File: src/rtl/seg_pkg.sv
// Shared constants, digit-pointer type and anode decode for the 4-digit scanner.
package seg_pkg;

    localparam int unsigned NUM_DIGITS = 4;
    localparam logic [3:0]  BLANK_CODE = 4'hF;

    typedef logic [1:0] digit_ptr_t;

    // Active-low one-hot anode pattern for the digit currently being driven.
    function automatic logic [NUM_DIGITS-1:0] ptr_to_an(input digit_ptr_t ptr);
        logic [NUM_DIGITS-1:0] onehot;
        onehot      = '0;
        onehot[ptr] = 1'b1;
        return ~onehot;
    endfunction

endpackage

File: src/rtl/seg_tick.sv
// Refresh prescaler: free-running 0..DIV-1 counter, tick high in the terminal count cycle.
module seg_tick #(
    parameter int unsigned DIV = 100000
) (
    input  logic clk,
    input  logic rst_n,
    output logic tick
);

    localparam int unsigned CW = (DIV > 1) ? $clog2(DIV) : 1;

    logic [CW-1:0] r_cnt;

    // Count up and wrap to zero on the terminal count.
    always_ff @(posedge clk or negedge rst_n) begin
        if (!rst_n) begin
            r_cnt <= '0;
        end else if (tick) begin
            r_cnt <= '0;
        end else begin
            r_cnt <= r_cnt + CW'(1);
        end
    end

    assign tick = (r_cnt == CW'(DIV - 1));

endmodule

File: src/rtl/seg_scan.sv
// Four-digit multiplexed 7-segment scanner with double-buffered digit load,
// leading-zero blanking and (when SEG_BLINK_EN is defined) per-digit blinking.
module seg_scan
    import seg_pkg::*;
#(
    parameter int unsigned REFRESH_DIV  = 100000,
    parameter int unsigned BLINK_FRAMES = 250
) (
    input  logic        clk,
    input  logic        rst_n,
    input  logic [15:0] digits_in,
    input  logic        load,
    input  logic        blank_lz,
    input  logic [3:0]  blink_mask,
    output logic [3:0]  number,
    output logic [3:0]  an,
    output logic        load_ack,
    output logic        frame_done
);

    logic        w_tick;
    logic        w_wrap;
    logic        w_apply;
    digit_ptr_t  r_ptr;
    digit_ptr_t  w_ptr_nxt;
    logic [15:0] r_pending;
    logic        r_pending_valid;
    logic [15:0] r_shadow;
    logic [15:0] w_shadow_nxt;
    logic [3:0]  w_zero;
    logic [3:0]  w_lz;
    logic [3:0]  w_digit;
    logic        w_blank;
    logic        w_blink;
    logic [3:0]  w_number_nxt;
    logic [3:0]  r_an;
    logic [3:0]  r_number;
    logic        r_load_ack;
    logic        r_frame_done;

    seg_tick #(
        .DIV (REFRESH_DIV)
    ) u_tick (
        .clk   (clk),
        .rst_n (rst_n),
        .tick  (w_tick)
    );

    assign w_wrap       = w_tick && (r_ptr == 2'(NUM_DIGITS - 1));
    assign w_apply      = w_wrap && r_pending_valid;
    assign w_ptr_nxt    = w_tick ? (r_ptr + 2'd1) : r_ptr;
    assign w_shadow_nxt = w_apply ? r_pending : r_shadow;

    // Leading-zero chain: digit i is a leading zero when it and every higher digit are zero.
    always_comb begin
        w_zero = 4'b0000;
        w_lz   = 4'b0000;
        for (int i = 0; i < 4; i++) begin
            w_zero[i] = (w_shadow_nxt[i*4 +: 4] == 4'h0);
        end
        w_lz[3] = w_zero[3];
        w_lz[2] = w_zero[2] & w_lz[3];
        w_lz[1] = w_zero[1] & w_lz[2];
        w_lz[0] = 1'b0;
    end

`ifdef SEG_BLINK_EN
    localparam int unsigned FW = (BLINK_FRAMES > 1) ? $clog2(BLINK_FRAMES) : 1;

    logic [FW-1:0] r_frame_cnt;
    logic          r_phase;
    logic          w_frame_last;
    logic          w_phase_nxt;

    assign w_frame_last = (r_frame_cnt == FW'(BLINK_FRAMES - 1));
    assign w_phase_nxt  = (w_wrap && w_frame_last) ? ~r_phase : r_phase;
    assign w_blink      = w_phase_nxt & blink_mask[w_ptr_nxt];

    // Blink phase flips after every BLINK_FRAMES completed scan frames.
    always_ff @(posedge clk or negedge rst_n) begin
        if (!rst_n) begin
            r_frame_cnt <= '0;
            r_phase     <= 1'b0;
        end else if (w_wrap) begin
            if (w_frame_last) begin
                r_frame_cnt <= '0;
                r_phase     <= ~r_phase;
            end else begin
                r_frame_cnt <= r_frame_cnt + FW'(1);
            end
        end
    end
`else
    localparam int unsigned UNUSED_BLINK_FRAMES = BLINK_FRAMES;

    logic w_unused_blink;

    assign w_unused_blink = &{1'b0, blink_mask};
    assign w_blink        = 1'b0;
`endif

    // Digit code for the slot being entered, computed from post-edge pointer and shadow.
    always_comb begin
        w_digit      = w_shadow_nxt[{w_ptr_nxt, 2'b00} +: 4];
        w_blank      = blank_lz & w_lz[w_ptr_nxt];
        w_number_nxt = (w_blank || w_blink) ? BLANK_CODE : w_digit;
    end

    // Scan pointer, display registers and the pending/shadow double buffer.
    always_ff @(posedge clk or negedge rst_n) begin
        if (!rst_n) begin
            r_ptr           <= '0;
            r_an            <= ptr_to_an(2'd0);
            r_number        <= 4'h0;
            r_shadow        <= 16'h0000;
            r_pending       <= 16'h0000;
            r_pending_valid <= 1'b0;
            r_load_ack      <= 1'b0;
            r_frame_done    <= 1'b0;
        end else begin
            r_ptr        <= w_ptr_nxt;
            r_an         <= ptr_to_an(w_ptr_nxt);
            r_number     <= w_number_nxt;
            r_shadow     <= w_shadow_nxt;
            r_load_ack   <= w_apply;
            r_frame_done <= w_wrap;
            if (load) begin
                // A load coinciding with an apply stays pending for the next frame.
                r_pending       <= digits_in;
                r_pending_valid <= 1'b1;
            end else if (w_apply) begin
                r_pending_valid <= 1'b0;
            end
        end
    end

    assign an         = r_an;
    assign number     = r_number;
    assign load_ack   = r_load_ack;
    assign frame_done = r_frame_done;

endmodule

File: config.mk
export PLATFORM = sky130hd
export DESIGN_NAME = seg_scan
export DESIGN_NICKNAME = d
export VERILOG_FILES = /design/src/rtl/seg_pkg.sv /design/src/rtl/seg_tick.sv /design/src/rtl/seg_scan.sv
export SDC_FILE = /design/constraint.sdc
export NUM_CORES = 1
export LEC_CHECK = 0
export CAP_MARGIN = 5
export CORE_MARGIN = 2
export CORE_UTILIZATION = 50
export DETAILED_ROUTE_END_ITERATION = 8
export PLACE_DENSITY = 0.73
export SLEW_MARGIN = 20
export SYNTH_ARGS = -nofsm -noshare
export SYNTH_HDL_FRONTEND = slang
export SYNTH_SLANG_ARGS = --single-unit
export TNS_END_PERCENT = 10
File: constraint.sdc
create_clock -name clk -period 2.15 [get_ports clk]
set_input_delay 0.43 -clock clk [delete_from_list [all_inputs] [get_ports clk]]
set_output_delay 0.43 -clock clk [all_outputs]
set_load 0.01 [all_outputs]
======== Word level (Yosys, flattened, before mapping) ========
Cells that the tools add are included.
word-level totals
  logic and storage cells ................. 37
  register bits after elaboration ......... 62
cells by class
  shift operators ......................... 1
  eq/ne operators ......................... 2
  bitwise gates (word level) .............. 4
  reductions and logical operators ........ 7
  order comparisons ....................... 2
  add/sub/neg operators ................... 2
  muxes and demuxes ....................... 10
operators by type and width
  kind                                                         number
  adder 17 x 1 -> 17 bit (second input constant)               1
  equality test 17 bit (second input constant)                 1
  2-to-1 mux 17 bit                                            1
  2-to-1 mux 16 bit                                            1
  indexed part select 16 x 5 -> 4 bit                          1
  logical NOT 4 bit                                            3
  2-to-1 mux 1 bit                                             4
  2-to-1 mux 4 bit                                             1
  NOT 4 bit                                                    1
  AND 1 bit                                                    3
  logical AND 1 bit                                            3
  less-than comparator 2 x 3 -> 1 bit (second input constant)  1
  adder 2 x 1 -> 2 bit (second input constant)                 1
  binary-select mux 1 bit (select 2 bit)                       1
  demux 1 bit (select 2 bit)                                   1
  equality test 2 bit (second input constant)                  1
  >= comparator 2 x 1 -> 1 bit (second input constant)         1
  2-to-1 mux 2 bit                                             1
  nonzero test 2 bit                                           1

======== Logic depth before layout (Yosys ltp) ========
  depth after elaboration ................. 11
  mapped depth ............................ 9
  gate-level depth less buffers ........... 7

======== Hierarchy ========
Synthesis repeated with hierarchy kept, for this count alone.
unflattened totals
  cell total of the unflattened synthesis .. 224
  area, all modules ....................... 2,708.8 µm²
by module, submodules not included
  module    times used  cells an instance  seq. area each (µm²)  area an instance (µm²)
  seg_scan  1           150                1,129.8               1,915.6
  seg_tick  1           74                 425.4                 793.3

======== Worst setup path after synthesis ========
Ideal clock, no wire load.
  kind .................................... reg-to-reg
  start ................................... reg r_ptr[1]
  end ..................................... reg r_number[0] (netlist: number[0])
  setup slack ............................. 0.029 ns
  cell stages (with the launch flop) ...... 8
  arrival ................................. 1.985 ns
  buffers on the path ..................... 1
  cells stage by stage .................... dfrtp_1 -> ha_1 -> nand2_2 -> buf_2 -> mux2_2 -> mux4_1 -> nor2_1 -> a22oi_1
on the way
  longest elaborated chain between the ends .. 11
ends and longest elaborated chain
  what                                    RTL line         source
  start: declaration                      seg_scan.sv:24   digit_ptr_t r_ptr;
  start signal: assignment                seg_scan.sv:121  r_ptr <= w_ptr_nxt;
  equality test 2 bit                     seg_scan.sv:49   assign w_wrap = w_tick && (r_ptr == 2'(NUM_DIGITS - 1));
  logical AND 1 bit                       seg_scan.sv:49
  logical AND 1 bit                       seg_scan.sv:50   assign w_apply = w_wrap && r_pending_valid;
  2-to-1 mux 16 bit                       seg_scan.sv:52   assign w_shadow_nxt = w_apply ? r_pending : r_shadow;
  logical NOT 4 bit                       seg_scan.sv:59   w_zero[i] = (w_shadow_nxt[i*4 +: 4] == 4'h0);
  AND 1 bit                               seg_scan.sv:62   w_lz[2] = w_zero[2] & w_lz[3];
  AND 1 bit                               seg_scan.sv:63   w_lz[1] = w_zero[1] & w_lz[2];
  binary-select mux 1 bit (select 2 bit)  seg_scan.sv:105  w_blank = blank_lz & w_lz[w_ptr_nxt];
  2-to-1 mux 1 bit (implied by the code)  seg_scan.sv:105
  AND 1 bit                               seg_scan.sv:105
  2-to-1 mux 4 bit *                      seg_scan.sv:106  w_number_nxt = (w_blank || w_blink) ? BLANK_CODE : w_digit;
  via w_number_nxt[0]                     seg_scan.sv:35   logic [3:0] w_number_nxt;
  end signal: assignment                  seg_scan.sv:123  r_number <= w_number_nxt;
  end: declaration                        seg_scan.sv:37   logic [3:0] r_number;
Mark *: on every way through the listed nets, which the timed path passes. The rest lies on a longest branch. The select of a mux whose other input is x is not followed.
A chain may end at the register's enable or synchronous reset.

======== Final worst setup path ========
  start ................................... reg u_tick.r_cnt[0]
  end ..................................... reg r_number[0] (netlist: number[0])
on the way
  longest elaborated chain between the ends .. 11
ends and longest elaborated chain
  what                                    RTL line         source
  start: declaration                      seg_tick.sv:12   logic [CW-1:0] r_cnt;
  start signal: assignment                seg_tick.sv:21   r_cnt <= r_cnt + CW'(1);
  equality test 17 bit *                  seg_tick.sv:25   assign tick = (r_cnt == CW'(DIV - 1));
  logical AND 1 bit                       seg_scan.sv:49
  logical AND 1 bit                       seg_scan.sv:50
  2-to-1 mux 16 bit                       seg_scan.sv:52
  logical NOT 4 bit                       seg_scan.sv:59
  AND 1 bit                               seg_scan.sv:62
  AND 1 bit                               seg_scan.sv:63
  binary-select mux 1 bit (select 2 bit)  seg_scan.sv:105
  2-to-1 mux 1 bit (implied by the code)  seg_scan.sv:105
  AND 1 bit                               seg_scan.sv:105
  2-to-1 mux 4 bit *                      seg_scan.sv:106
  via w_number_nxt[0]                     seg_scan.sv:35
Marked as above.

==> out/results.txt <==
The category of the worst setup path launch point is a register. At the end of routability-driven placement, the weighted congestion stood at 0.908. Endpoint class of the critical path: a register. The finished cells cover 3730 um^2. The tightest min-delay check is of the primary input to async pin type. The core region is 5820 um^2. Sequential cell area in the final layout: 1560 um^2. Summing all multi-input logic gate instances after layout gives 1380 um^2.

The critical path goes through ha_1, and4_2, and4_4, buf_12, mux4_1, nor2_1, a22oi_1. At the worst endpoint, the arrival time is 2.30 ns. The run finished with clean final reports. The leakage power summed over all cells was 1.70 nW. The aggregate negative setup slack is 0 ns. Dividing the detail-routed via count by the number of cells gives 5.46. The start-to-end type of the worst setup path is register to register.

Across all layers, the routed design uses 2,014 vias. Subtracting the final worst setup slack from the clock period gives 2.08 ns. The number of clock buffers added by TritonCTS is 9. For the pin with the worst max-slew slack, the measured transition is 0.566 ns.

For this run, design rule violations remaining after detail routing come to 0. For this design, the sink count on the clock tree is 62. Area added between synthesis and finish: 26.0%.

For this run, the detailed router's first-pass iteration total came to 4. The detail route stage leaves a number of antenna-violating nets equal to 0. Cell with the biggest individual delay on the critical path: sky130_fd_sc_hd__mux4_1. The run gives 0.525 as the sequential cell area fraction in the yosys report. For this design the ratio of total power to cell area is 645 nW/um^2. The run gives 369 as the count of non-filler cells in the finished layout. Clock tree synthesis selected as its root buffer the cell sky130_fd_sc_hd__clkbuf_8. Counting flops and latches in the post-synthesis netlist gives 62. The number of core rows was 28. The critical path crosses 7 cells after its start point. In this run the critical register-to-register path is captured at number[0]$_DFF_PN0_. The internal reg-to-reg setup slack was 0.07 ns; the number of endpoints with negative hold slack in the final report was 0. For the placed standard-cell area, the log shows 3460 um^2. The fraction of layout instances using a drive strength above 1 is 0.337. The logs give 0.34 ns for the clock latency on the worst-skew pair and 0.194 for the global router's overall resource usage. Clock-pin slew was measured on the worst setup and hold paths at 0.07 ns.

The most critical setup path has its startpoint at u_tick.r_cnt[0]$_DFF_PN0_. The total of endpoints with negative setup slack in the final report was 0. TritonCTS built the clock tree.

Length in cells of the worst reg-to-reg path: 7. Setup repair after global routing left no endpoint under its margin. Yosys printed 0 warnings.

The final count of pins violating max slew was 0. The logs give 0 for the initial antenna violation count and 2.37 ns for the required arrival time at the worst endpoint. The tools report the post-synthesis instance area as 2960 um^2. The run gives 0.509 as the effective utilization at floorplan. The relative slew slack is 0.623.

For this run, the post-layout net count is 315. On the final layout, the worst clock skew is 0.0121 ns. The library cell used most frequently in the layout, excluding fill and tap cells, is sky130_fd_sc_hd__dfrtp_1. The final worst-path cycle share was 0.967.

Synthesis produced 236 cells. The top achievable clock speed was 481 MHz; the fraction of registers with async set/reset was 1.00. In this run, distinct cell masters in the synthesized netlist total 47.

34 I/O pins were placed. The first global-routing pass estimated 9.25 mm of wire. The number of antenna diodes in the final layout is 0. The number of flops mapped to enable cells by yosys was 0; the port buffer count was 29.

The number of buffers and inverters on the critical path works out to 1. The post-layout utilization of the core is 0.642. Iteration-0 DRC count of the detailed router: 142. The cell family contributing the most delay on the critical path is simple AND/OR/NAND/NOR gates.

Counting the fill cells in the layout gives 470. The number of nets in the synthesized netlist was 262; the largest stage delay on the critical path was 0.57 ns. The tools report the area enclosed by the die boundary as 6550 um^2. The dominant synthesized flop cell was sky130_fd_sc_hd__dfrtp_1. The longest clock path from root to sink contains 2 buffers. Floorplan die width: 81.0 um. Following the worst setup path forward leads to its endpoint at number[0]$_DFF_PN0_.

For the sum of overflow across all layers after global routing, the log shows 0. In this run the worst path has a maximum fanout of 17. For this block, the routed nets add up to 5.68 mm of wire. The depth of the CTS H-tree was 3; the synthesized area per cell was 12.5 um^2. Entering global routing, the biggest net connects 39 pins.

Sum of net half-perimeters after detailed placement: 3.84 mm. The tools report the beginning of the worst register-to-register path as u_tick.r_cnt[0]$_DFF_PN0_. The logs give 1,957 for the via count of the first global-routing pass and 350 for the instance count after placement with tap cells included. In this run the vertical extent of the chip is 81.0 um.

Dividing the detail-routed wire length by the instance count gives 15.4 um. Max-cap violations in this run came to 0. The top cell types in the final layout, fill and taps aside, are 59 x sky130_fd_sc_hd__dfrtp_1, 42 x sky130_fd_sc_hd__mux2_2, 28 x sky130_fd_sc_hd__clkdlybuf4s50_1. The worst vdd rail ir drop is 0.421 mV.
sequential cells by signal, indices dropped and copies added, names as in the netlist:
name	flops
u_tick.r_cnt	17
r_pending	16
r_shadow	16
an	4
number	4
r_ptr	2
frame_done	1
load_ack	1
r_pending_valid	1
cell families after synthesis:
group	Yosys count	synth area share
XOR/XNOR	14	0.0414
adder cells (fa/ha/maj)	2	0.00845
AND/OR/NAND/NOR	74	0.136
AO/OA/AOI/OAI	20	0.0503
multiplexers	51	0.218
flip-flops	62	0.525
buffers and inverters	13	0.0203
area by class of cell:
class	instances	area share
sequential	62	0.417
multi-input combinational	161	0.370
timing repair buffer	51	0.127
clock buffer	13	0.0453
tap	75	0.0251
clock inverter	3	0.0114
inverter	4	0.00402
where the power goes:
part	internal [W]	switching (W)	leakage, nW
Sequential	0.00120	0.0000294	0.800
Clock	0.000629	0.000443	0.106
Combinational	0.0000648	0.0000435	0.796
worst min path at each step:
| stage | start | to | cells past startpoint |
|---|---|---|---|
| after detailed placement | rst_n | r_pending[12]$_DFFE_PN0P_ | 1 |
| after global placement | rst_n | r_pending[12]$_DFFE_PN0P_ | 1 |
| after floorplan | rst_n | an[0]$_DFF_PN0_ | 0 |
| after CTS | rst_n | r_pending[12]$_DFFE_PN0P_ | 1 |
| after global routing | rst_n | r_pending[13]$_DFFE_PN0P_ | 1 |
| final | rst_n | r_pending[12]$_DFFE_PN0P_ | 1 |
synth_stat cells, drive strengths merged, types with 3 or more instances:
master | instances | area (um^2)
clkbuf | 4 | 15.0
xnor2 | 8 | 70.1
mux2i | 3 | 33.8
nand3 | 7 | 35.0
a211oi | 3 | 27.5
buf | 5 | 30.0
inv | 4 | 15.0
nor2b | 3 | 18.8
and3 | 4 | 25.0
dfstp | 3 | 78.8
xor2 | 6 | 52.6
dfrtp | 59 | 1480
mux2 | 42 | 473
nand2 | 17 | 66.3
nor4b | 3 | 32.5
nor2 | 19 | 78.8
mux4 | 6 | 139
o21ai | 4 | 20.0
nand4 | 4 | 25.0
and4 | 3 | 26.3
nor4 | 5 | 31.3
routing by layer:
metal | GRT usage | wire, um | vias to the layer above
met4 | 0.110 | 117 | 0
met3 | 0.0611 | 233 | 10
met2 | 0.306 | 2770 | 46
met5 | 0 | 0 | -
met1 | 0.235 | 2560 | 991
li1 | - | - | 967
through the flow:
step / setup slack, ns / hold slack, ns / total power [W]
floorplan: 0.0294 / 0.134 / 0.00128
global placement: 0.0610 / 0.455 / 0.00136
detailed placement: 0.0181 / 0.455 / 0.00136
CTS: 0.0126 / 0.0692 / 0.00244
global route: 0.000629 / 0.0948 / 0.00251
finish: 0.0705 / 0.0690 / 0.00241
what timing repair did:
action | in CTS | in global routing
resized for setup | 1 | 7
endpoints found under the setup margin | 2 | 4
gates cloned | 0 | 0
buffers inserted | 0 | 3
hold buffers | 0 | 0
(Power assumes the default switching activity.)
